<file path="config.mk">
export PLATFORM = sky130hd
export DESIGN_NAME = note_display_scan
export DESIGN_NICKNAME = d
export VERILOG_FILES = /design/src/rtl/note_display_pkg.sv /design/src/rtl/note_display_scan_glyph.sv /design/src/rtl/note_display_scan.sv
export SDC_FILE = /design/constraint.sdc
export NUM_CORES = 1
export LEC_CHECK = 0
export CAP_MARGIN = 30
export CORE_UTILIZATION = 50
export CTS_CLUSTER_DIAMETER = 150
export CTS_CLUSTER_SIZE = 8
export DETAILED_ROUTE_END_ITERATION = 12
export GPL_TIMING_DRIVEN = 0
export PLACE_DENSITY = 0.68
export SYNTH_ARGS = -nofsm -noshare
export SYNTH_HDL_FRONTEND = slang
export SYNTH_HIERARCHICAL = 1
export SYNTH_SLANG_ARGS = --single-unit
</file>
<file path="constraint.sdc">
create_clock -name clk -period 7.2 [get_ports clk]
set_input_delay 1.44 -clock clk [delete_from_list [all_inputs] [get_ports clk]]
set_output_delay 1.44 -clock clk [all_outputs]
set_load 0.02 [all_outputs]
</file>
<file path="src/rtl/note_display_pkg.sv">
// Shared note codes, seven-segment glyphs and digit roles for the note display.
package note_display_pkg;

    localparam logic [2:0] NOTE_NONE = 3'd0;
    localparam logic [2:0] NOTE_C    = 3'd1;
    localparam logic [2:0] NOTE_D    = 3'd2;
    localparam logic [2:0] NOTE_E    = 3'd3;
    localparam logic [2:0] NOTE_F    = 3'd4;
    localparam logic [2:0] NOTE_G    = 3'd5;
    localparam logic [2:0] NOTE_A    = 3'd6;
    localparam logic [2:0] NOTE_B    = 3'd7;

    // Active-low patterns, bit order .GFEDCBA
    localparam logic [7:0] SEG_BLANK = 8'hFF;
    localparam logic [7:0] SEG_DASH  = 8'hBF;

    localparam logic [7:0] GLYPH_C = 8'hC6;
    localparam logic [7:0] GLYPH_D = 8'hA1;
    localparam logic [7:0] GLYPH_E = 8'h86;
    localparam logic [7:0] GLYPH_F = 8'h8E;
    localparam logic [7:0] GLYPH_G = 8'hC2;
    localparam logic [7:0] GLYPH_A = 8'h88;
    localparam logic [7:0] GLYPH_B = 8'h83;

    localparam logic [7:0] GLYPH_0 = 8'hC0;
    localparam logic [7:0] GLYPH_1 = 8'hF9;
    localparam logic [7:0] GLYPH_2 = 8'hA4;
    localparam logic [7:0] GLYPH_3 = 8'hB0;
    localparam logic [7:0] GLYPH_4 = 8'h99;
    localparam logic [7:0] GLYPH_5 = 8'h92;
    localparam logic [7:0] GLYPH_6 = 8'h82;
    localparam logic [7:0] GLYPH_7 = 8'hF8;
    localparam logic [7:0] GLYPH_8 = 8'h80;
    localparam logic [7:0] GLYPH_9 = 8'h90;

    localparam int DP_BIT = 7;

    typedef enum logic [1:0] {
        DIG_OCTAVE,
        DIG_LETTER,
        DIG_HISTORY
    } digit_role_e;

    function automatic digit_role_e digit_role(input int idx);
        if (idx == 0)
            return DIG_OCTAVE;
        else if (idx == 1)
            return DIG_LETTER;
        else
            return DIG_HISTORY;
    endfunction

endpackage

</file>
<file path="src/rtl/note_display_scan_glyph.sv">
// Combinational seven-segment lookup: numerals (dash above 9) or note letters (0 is blank).
module seg7_glyph
    import note_display_pkg::*;
(
    input  logic       is_digit,
    input  logic [3:0] value,
    input  logic       dp,
    output logic [7:0] seg
);

    logic [7:0] base;

    always_comb begin
        base = SEG_BLANK;
        if (is_digit) begin
            case (value)
                4'd0:    base = GLYPH_0;
                4'd1:    base = GLYPH_1;
                4'd2:    base = GLYPH_2;
                4'd3:    base = GLYPH_3;
                4'd4:    base = GLYPH_4;
                4'd5:    base = GLYPH_5;
                4'd6:    base = GLYPH_6;
                4'd7:    base = GLYPH_7;
                4'd8:    base = GLYPH_8;
                4'd9:    base = GLYPH_9;
                default: base = SEG_DASH;
            endcase
        end else begin
            case (value)
                {1'b0, NOTE_C}: base = GLYPH_C;
                {1'b0, NOTE_D}: base = GLYPH_D;
                {1'b0, NOTE_E}: base = GLYPH_E;
                {1'b0, NOTE_F}: base = GLYPH_F;
                {1'b0, NOTE_G}: base = GLYPH_G;
                {1'b0, NOTE_A}: base = GLYPH_A;
                {1'b0, NOTE_B}: base = GLYPH_B;
                default:        base = SEG_BLANK;
            endcase
        end
        seg = base;
        if (dp)
            seg[DP_BIT] = 1'b0;
    end

endmodule

</file>
<file path="src/rtl/note_display_scan.sv">
// Multiplexed seven-segment driver: octave, current note letter with sharp dot,
// and a shift history of earlier notes; released notes are held, optionally blinking.
module note_display_scan
    import note_display_pkg::*;
#(
    parameter int NUM_DIGITS  = 4,
    parameter int SCAN_DIV    = 100000,
    parameter int HOLD_CYCLES = 50000000,
    parameter int BLINK_DIV   = 12500000
) (
    input  logic                  clk,
    input  logic                  rst_n,
    input  logic [2:0]            note,
    input  logic [3:0]            octave,
    input  logic                  sharp,
    input  logic                  blink_en,
    output logic [7:0]            seg,
    output logic [NUM_DIGITS-1:0] an
);

    // With only two digits there is no visible history; keep one unused slot.
    localparam int HIST_D  = (NUM_DIGITS > 2) ? NUM_DIGITS - 2 : 1;
    localparam int DIG_W   = $clog2(NUM_DIGITS);
    localparam int SCAN_W  = (SCAN_DIV > 1) ? $clog2(SCAN_DIV) : 1;
    localparam int HOLD_W  = (HOLD_CYCLES > 1) ? $clog2(HOLD_CYCLES) : 1;
    localparam int BLINK_W = (BLINK_DIV > 1) ? $clog2(BLINK_DIV) : 1;

    logic [2:0]         note_q;
    logic [2:0]         cur_note;
    logic [3:0]         cur_oct;
    logic               cur_sharp;
    logic [2:0]         hist [HIST_D];
    logic               holding;
    logic [HOLD_W-1:0]  hold_cnt;
    logic [SCAN_W-1:0]  scan_cnt;
    logic [DIG_W-1:0]   dig_idx;
    logic [BLINK_W-1:0] blink_cnt;
    logic               blink_ph;

    logic press;
    logic release_ev;

    assign press      = (note != NOTE_NONE) && (note != note_q);
    assign release_ev = (note == NOTE_NONE) && (note_q != NOTE_NONE);

    always_ff @(posedge clk) begin
        if (!rst_n) begin
            note_q    <= NOTE_NONE;
            cur_note  <= NOTE_NONE;
            cur_oct   <= '0;
            cur_sharp <= 1'b0;
            holding   <= 1'b0;
            hold_cnt  <= '0;
            for (int k = 0; k < HIST_D; k++)
                hist[k] <= NOTE_NONE;
        end else begin
            note_q <= note;
            if (press) begin
                // A re-press during hold still pushes the held note.
                if (cur_note != NOTE_NONE) begin
                    for (int k = HIST_D - 1; k > 0; k--)
                        hist[k] <= hist[k-1];
                    hist[0] <= cur_note;
                end
                cur_note  <= note;
                cur_oct   <= octave;
                cur_sharp <= sharp;
                holding   <= 1'b0;
                hold_cnt  <= '0;
            end else if (release_ev) begin
                holding  <= 1'b1;
                hold_cnt <= '0;
            end else if (holding) begin
                if (hold_cnt == HOLD_W'(HOLD_CYCLES - 1)) begin
                    cur_note <= NOTE_NONE;
                    holding  <= 1'b0;
                end else begin
                    hold_cnt <= hold_cnt + 1'b1;
                end
            end
        end
    end

    always_ff @(posedge clk) begin
        if (!rst_n) begin
            scan_cnt  <= '0;
            dig_idx   <= '0;
            blink_cnt <= '0;
            blink_ph  <= 1'b0;
        end else begin
            if (scan_cnt == SCAN_W'(SCAN_DIV - 1)) begin
                scan_cnt <= '0;
                if (dig_idx == DIG_W'(NUM_DIGITS - 1))
                    dig_idx <= '0;
                else
                    dig_idx <= dig_idx + 1'b1;
            end else begin
                scan_cnt <= scan_cnt + 1'b1;
            end

            if (blink_cnt == BLINK_W'(BLINK_DIV - 1)) begin
                blink_cnt <= '0;
                blink_ph  <= ~blink_ph;
            end else begin
                blink_cnt <= blink_cnt + 1'b1;
            end
        end
    end

    digit_role_e role;
    logic [2:0]  hist_sel;
    logic        g_is_digit;
    logic [3:0]  g_value;
    logic        g_dp;
    logic        force_blank;
    logic [7:0]  glyph;

    always_comb begin
        hist_sel = NOTE_NONE;
        for (int i = 0; i < HIST_D; i++)
            if (NUM_DIGITS > 2 && int'(dig_idx) == i + 2)
                hist_sel = hist[i];

        role        = digit_role(int'(dig_idx));
        g_is_digit  = 1'b0;
        g_value     = '0;
        g_dp        = 1'b0;
        force_blank = 1'b0;
        case (role)
            DIG_OCTAVE: begin
                g_is_digit  = 1'b1;
                g_value     = cur_oct;
                force_blank = (cur_note == NOTE_NONE);
            end
            DIG_LETTER: begin
                g_value     = {1'b0, cur_note};
                g_dp        = cur_sharp;
                force_blank = (cur_note == NOTE_NONE) || (holding && blink_en && blink_ph);
            end
            default: begin
                g_value = {1'b0, hist_sel};
            end
        endcase
    end

    seg7_glyph u_glyph (
        .is_digit (g_is_digit),
        .value    (g_value),
        .dp       (g_dp),
        .seg      (glyph)
    );

    always_ff @(posedge clk) begin
        if (!rst_n) begin
            seg <= SEG_BLANK;
            an  <= '1;
        end else begin
            seg <= force_blank ? SEG_BLANK : glyph;
            an  <= ~(NUM_DIGITS'(1) << dig_idx);
        end
    end

endmodule
</file>
Yosys cells after proc, flatten, opt, wreduce, memory -nomap -nowiden
Memories as Yosys holds them, arrays and structs flattened.
Index checks and enable logic that the tools add are counted.
W data, S select, Z words.
- shifts and indexed selects: 1
- add/sub/neg operators: 4
- bitwise operators: 6
- muxes and demuxes: 26
- equality and inequality tests: 17
- reduce and logical (&&, ||, !) cells: 21
- operators with widths (cell ; count):
    $pmux W7 S7 ; 1
    $add A26 B1 Y26 const B ; 1
    $eq A26 B26 Y1 const B ; 1
    $add A24 B1 Y24 const B ; 1
    $eq A24 B24 Y1 const B ; 1
    $mux W3 ; 8
    $add A17 B1 Y17 const B ; 1
    $eq A17 B17 Y1 const B ; 1
    $eq A4 B3 Y1 const B ; 4
    $mux W1 ; 11
    $reduce_bool A3 Y1 ; 3
    $eq A4 B2 Y1 const B ; 2
    $mux W8 ; 1
    $pmux W4 S2 ; 1
    $reduce_or A2 Y1 ; 4
    $eq A2 B2 Y1 const B ; 3
    $logic_not A3 Y1 ; 2
    $mux W2 ; 3
    $eq A2 B1 Y1 const B ; 2
    $eq A4 B1 Y1 const B ; 1
    $logic_and A1 B1 Y1 ; 4
    $logic_not A2 Y1 ; 2
    $not A4 Y4 ; 1
    $reduce_bool A2 Y1 ; 2
    other kinds (11) ; 14
- output and inout bits: 12
- flip-flop bits (word level): 94
- word-level logic and storage cells: 89
- memory bits (writable): 6
- memories kept: 2
- ROM bits: 112
- input bits: 11
- memory list (name ; depth ; bits a word ; rd ports ; clocked after memory_dff ; wr ports ; line ; text):
    (name not given) ; 16 ; 7 ; 1 ; 0 ; 0 ; note_display_scan_glyph.sv:16 ; case (value)
    hist ; 2 ; 3 ; 2 ; 0 ; 2 ; note_display_scan.sv:32 ; logic [2:0] hist [HIST_D];

Depth between registers and ports, before layout
- depth after elaboration: 9
- mapped depth: 12
- mapped depth without buffers: 11

By module
Netlist, hierarchy kept.
- by module, submodules not included (module ; sequential area each (um^2) ; area each (um^2) ; cells an instance ; instances):
    note_display_scan ; 2062.0 ; 4526.8 ; 511 ; 1
    seg7_glyph ; 0.0 ; 345.3 ; 47 ; 1

Worst setup path after synthesis
No wires, ideal clock.
- path type: in2reg
- from: in note[2]
- to: mem hist[0][0], enable pin
- setup time: 0.316 ns
- data arrival time: 2.685 ns
- setup slack: 4.199 ns
- path buffers: 1
- cell stages on the path: 6
- required time: 6.884 ns
- cell sequence: clkbuf_1 > xnor2_1 > a31oi_1 > o21ai_1 > nor2_1 > a21o_1
- RTL lines (item ; line ; text):
    from (decl) ; note_display_scan.sv:13 ; input logic [2:0] note,
    to (decl) ; note_display_scan.sv:32 ;

Worst setup path in the final report
- from: reg dig_idx[0]
- to: reg seg[0]
- elaborated cells between the ends (all ways): 24
- those cells by class: eq/ne (11); mux (9); reduce/logical (3); memory (1)
- RTL lines (item ; line ; text):
    from (decl) ; note_display_scan.sv:36 ; logic [DIG_W-1:0] dig_idx;
    from (signal assigned) ; note_display_scan.sv:96 ; dig_idx <= dig_idx + 1'b1;
    $eq A2 B2 Y1 ; note_display_pkg.sv:47 ; else if (idx == 1)
    $mux W2 ; note_display_pkg.sv:47 ;
    $mux W2 (*) ; note_display_pkg.sv:45 ; if (idx == 0)
    $logic_not A2 Y1 (*) ; note_display_scan.sv:129 ; case (role)
    $mux W1 (*) ; note_display_scan.sv:129 ;
    net g_is_digit ; note_display_scan.sv:112 ; logic g_is_digit;
    $mux W8 (*) ; note_display_scan_glyph.sv:15 ; if (is_digit) begin
    net glyph[0] ; note_display_scan.sv:116 ; logic [7:0] glyph;
    to (signal assigned) ; note_display_scan.sv:158 ; seg <= force_blank ? SEG_BLANK : glyph;
    to (decl) ; note_display_scan.sv:17 ; output logic [7:0] seg,
The timed path passes the listed nets; every way through them passes the cells marked *.
A chain may end at the register's enable or synchronous reset.

==> impl_metrics.csv <==
group,metric,value,unit
status,outcome,"finished clean",
synthesis,yosys.area.top_type,"dfxtp_1",
synthesis,yosys_register_bits,100,
sta,setup_violations,0,
power_and_ir_drop,finalPower,1060,µW
synthesis,netlist_instances,558,
setup_path,critPathTopFamily,"simple AND/OR/NAND/NOR gates",
power_and_ir_drop,clkPwrFrac,0.364,
power_and_ir_drop,p_int,810,µW
synthesis,synth_edf_count,6,
setup_path,rr_startpoint,"dig_idx[0]",
power_and_ir_drop,ir_worst_vdd,0.168,mV
global_route,grt_pass1_vias,3684,
setup_path,worstRegToRegCells,9,
floorplan,ios,23,
setup_path,slowest_delay,510,ps
sta,slew_viol_final,0,
global_route,grt_max_degree,17,
global_route,grt_pass1_wl,16.6,mm
final_layout,syn2layout_area_growth,11.6,%
drt,wl_per_cell,13.2,µm
cts,ctsResizeCount,0,
placement,hpwl,6.84,mm
setup_path,crit_fanout,9,
setup_path,crit_slowest_cell,"o21ai_0",
synthesis,syn_nets,583,
floorplan,die-area,10100,µm²
power_and_ir_drop,p_leak,0.00183,µW
drt,vias,3929,
synthesis,yosysUniqueCellTypes,59,
placement,portBuffers,19,
global_route,grt_util_all_layers,0.203,
synthesis,synth_top_cell_area_share,0.386,
cts,clock_sinks,100,
setup_path,start_kind,"register",
setup_path,path_buf_inv,1,
floorplan,start_util,0.522,
sta,tightest_slew,703,ps
hold_path,min_to,"scan_cnt[0]",
hold_path,holdCritPathClass,"register to register",
floorplan,die_x,101,µm
power_and_ir_drop,powerDensity,195,nW/µm²
sta,period_minus_slack,3280,ps
setup_path,worstPathCellList,"inv_1, ha_1, or2_2, o21ai_0, ha_1, a2111oi_4, nor4_1, a21oi_1, or2_2",
cts,holdBufCountCts,0,
run,maxCapViolCount,0,
floorplan,num_rows,35,
drt,first_pass_iters,5,
synthesis,netlist_area,4870,µm²
setup_path,r2r_end,"seg[0]",
floorplan,core_area,9330,µm²
setup_path,worstSetupPathType,"register to register",
power_and_ir_drop,p_sw_frac,0.237,
synthesis,synth_area_leaders,"dfxtp_1 (39%), xnor2_1 (7.2%), nor2_1 (6.6%), xor2_1 (4.0%), edfxtp_1 (3.7%)",
global_route,grt_remaining_overflow,0,
synthesis,synth-async-reset-ratio,0,
power_and_ir_drop,p_comb_frac,0.087,
power_and_ir_drop,power_frac_seq,0.549,
cts,clk_latency,360,ps
drt,drtIter0Drc,126,
synthesis,synth_seq_area_share,0.423,
setup_path,r2r_setup_slack,3920,ps
sta,fmax,305,MHz
cts,cts_max_level,3,
sta,hold_viol,0,
synthesis,yosys_warnings,6,
hold_path,hp-start,"scan_cnt[0]",
cts,cts-root-buf,"clkbuf_8",
setup_path,arrival,3540,ps
synthesis,syn_avg_cell_area,8.73,µm²
setup_path,crit_required,7460,ps
final_layout,num_antenna_cells,0,
final_layout,fillCellCount,857,
placement,gp_congestion,0.880,
power_and_ir_drop,p_sw,252,µW
cts,clockBufferDepth,2,
sta,final.setup.tns,0,ps
drt,via_per_inst,5.44,
final_layout,nets,613,
sta,finClkSkew,10.3,ps
cts,cts_setup_buffers,0,
cts,cts_tree,"done",
synthesis,yosys_most_used_dff,"dfxtp_1",
drt,ant_nets,0,
final_layout,final_cell_mix,"dfxtp_1 (94), nor2_1 (86), xnor2_1 (40)",
drt,wirelength,9.51,mm
sta,rsz0062_at_grt,"false",
sta,relSlewSlack,0.526,
floorplan,die_y,101,µm
final_layout,layout_commonest_cell,"dfxtp_1",
drt,drc,0,
cts,cts_buffers,9,
setup_path,end_kind,"register",
final_layout,drive_gt1_frac,0.0742,
global_route,grt_antenna_before_repair,0,
sta,fin_crit_sh,0.456,
hold_path,whs_path_depth,1,
cts,path_clk_slew,90,ps
-- worst max path at each step --
stage                     cells after the start       start  slack (ps)           end
after floorplan                               6     note[2]        4200    hist[0][0]
after global placement                        7     note[2]        3730  hold_cnt[11]
after detailed placement                      7     note[2]        3680   hold_cnt[7]
after CTS                                     9  dig_idx[0]        3930        seg[0]
after global routing                         10  dig_idx[0]        3670        seg[0]
final                                         9  dig_idx[0]        3920        seg[0]
-- state kept, by name, indices dropped and copies added, names as in the netlist --
signal / flops
hold_cnt: 26
blink_cnt: 24
seg: 8
dig_idx: 2
cur_sharp: 1
holding: 1
blink_ph: 1
cur_oct: 4
cur_note: 3
hist: 6
an: 4
scan_cnt: 17
note_q: 3
-- layer usage --
metal | track usage | part of all wire | up-vias
li1 | - | - | 2026
met1 | 0.257 | 0.47 | 1823
met2 | 0.346 | 0.48 | 71
met3 | 0.0472 | 0.042 | 9
met4 | 0.0580 | 0.012 | 0
met5 | 0 | 0 | -
-- cells in the mapped netlist, drive strengths merged, types with 4 or more instances --
library cell and instances:
mux2i 4, or4 8, nor2b 4, nor3 16
nand4 10, or3 4, ha 14, edfxtp 6
inv 15, xor2 22, a22oi 6, xnor2 40
clkbuf 14, nor4b 4, nor2 87, buf 9
and3 12, and4 12, or2 9, nand3 30
o21ai 21, a21oi 14, nand2 39, and2 11
nor4 14, dfxtp 94, o211ai 4
-- power groups by stage --
stage | clock network [µW] | registers, µW | logic, µW
after floorplan | 0 | 599 | 58.6
after global placement | 0 | 595 | 90.2
after detailed placement | 0 | 596 | 91.5
after CTS | 400 | 583 | 92.0
after global routing | 421 | 585 | 102
final | 387 | 583 | 91.9
-- metrics by stage --
stage | util | hold WS [ps] | worst slack (ps) | cells | instance area [µm²]
after floorplan | - | 413 | 4200 | 558 | 4870
after global placement | 0.560 | 424 | 3730 | 706 | 5220
after detailed placement | 0.560 | 436 | 3680 | 706 | 5220
after CTS | 0.583 | 450 | 3930 | 722 | 5440
after global routing | 0.583 | 486 | 3670 | 722 | 5440
final | 0.583 | 446 | 3920 | 722 | 5440
-- layout make-up --
cell class	count	area [µm²]	share of cell area
buffer	23	103	0.0189
tap	129	161	0.0297
clock buffer	10	128	0.0235
inverter	15	56.3	0.0104
sequential	100	2060	0.379
clock inverter	6	86.3	0.0159
timing repair buffer	19	190	0.0350
multi-input combinational	420	2650	0.488
-- kinds of logic (layout without fill, tap and decap cells) --
| family | Yosys count | after routing | share of synthesized area |
|---|---|---|---|
| DFF | 100 | 100 | 0.423 |
| AOI/OAI and AO/OA | 70 | 70 | 0.101 |
| xor gates and xnor gates | 62 | 62 | 0.111 |
| buffers and inverters | 38 | 73 | 0.0326 |
| and+or+nand+nor | 269 | 269 | 0.285 |
| adders and majority gates | 14 | 14 | 0.0360 |
| muxes | 5 | 5 | 0.0105 |
No activity file was read; power rests on OpenSTA's default activity.
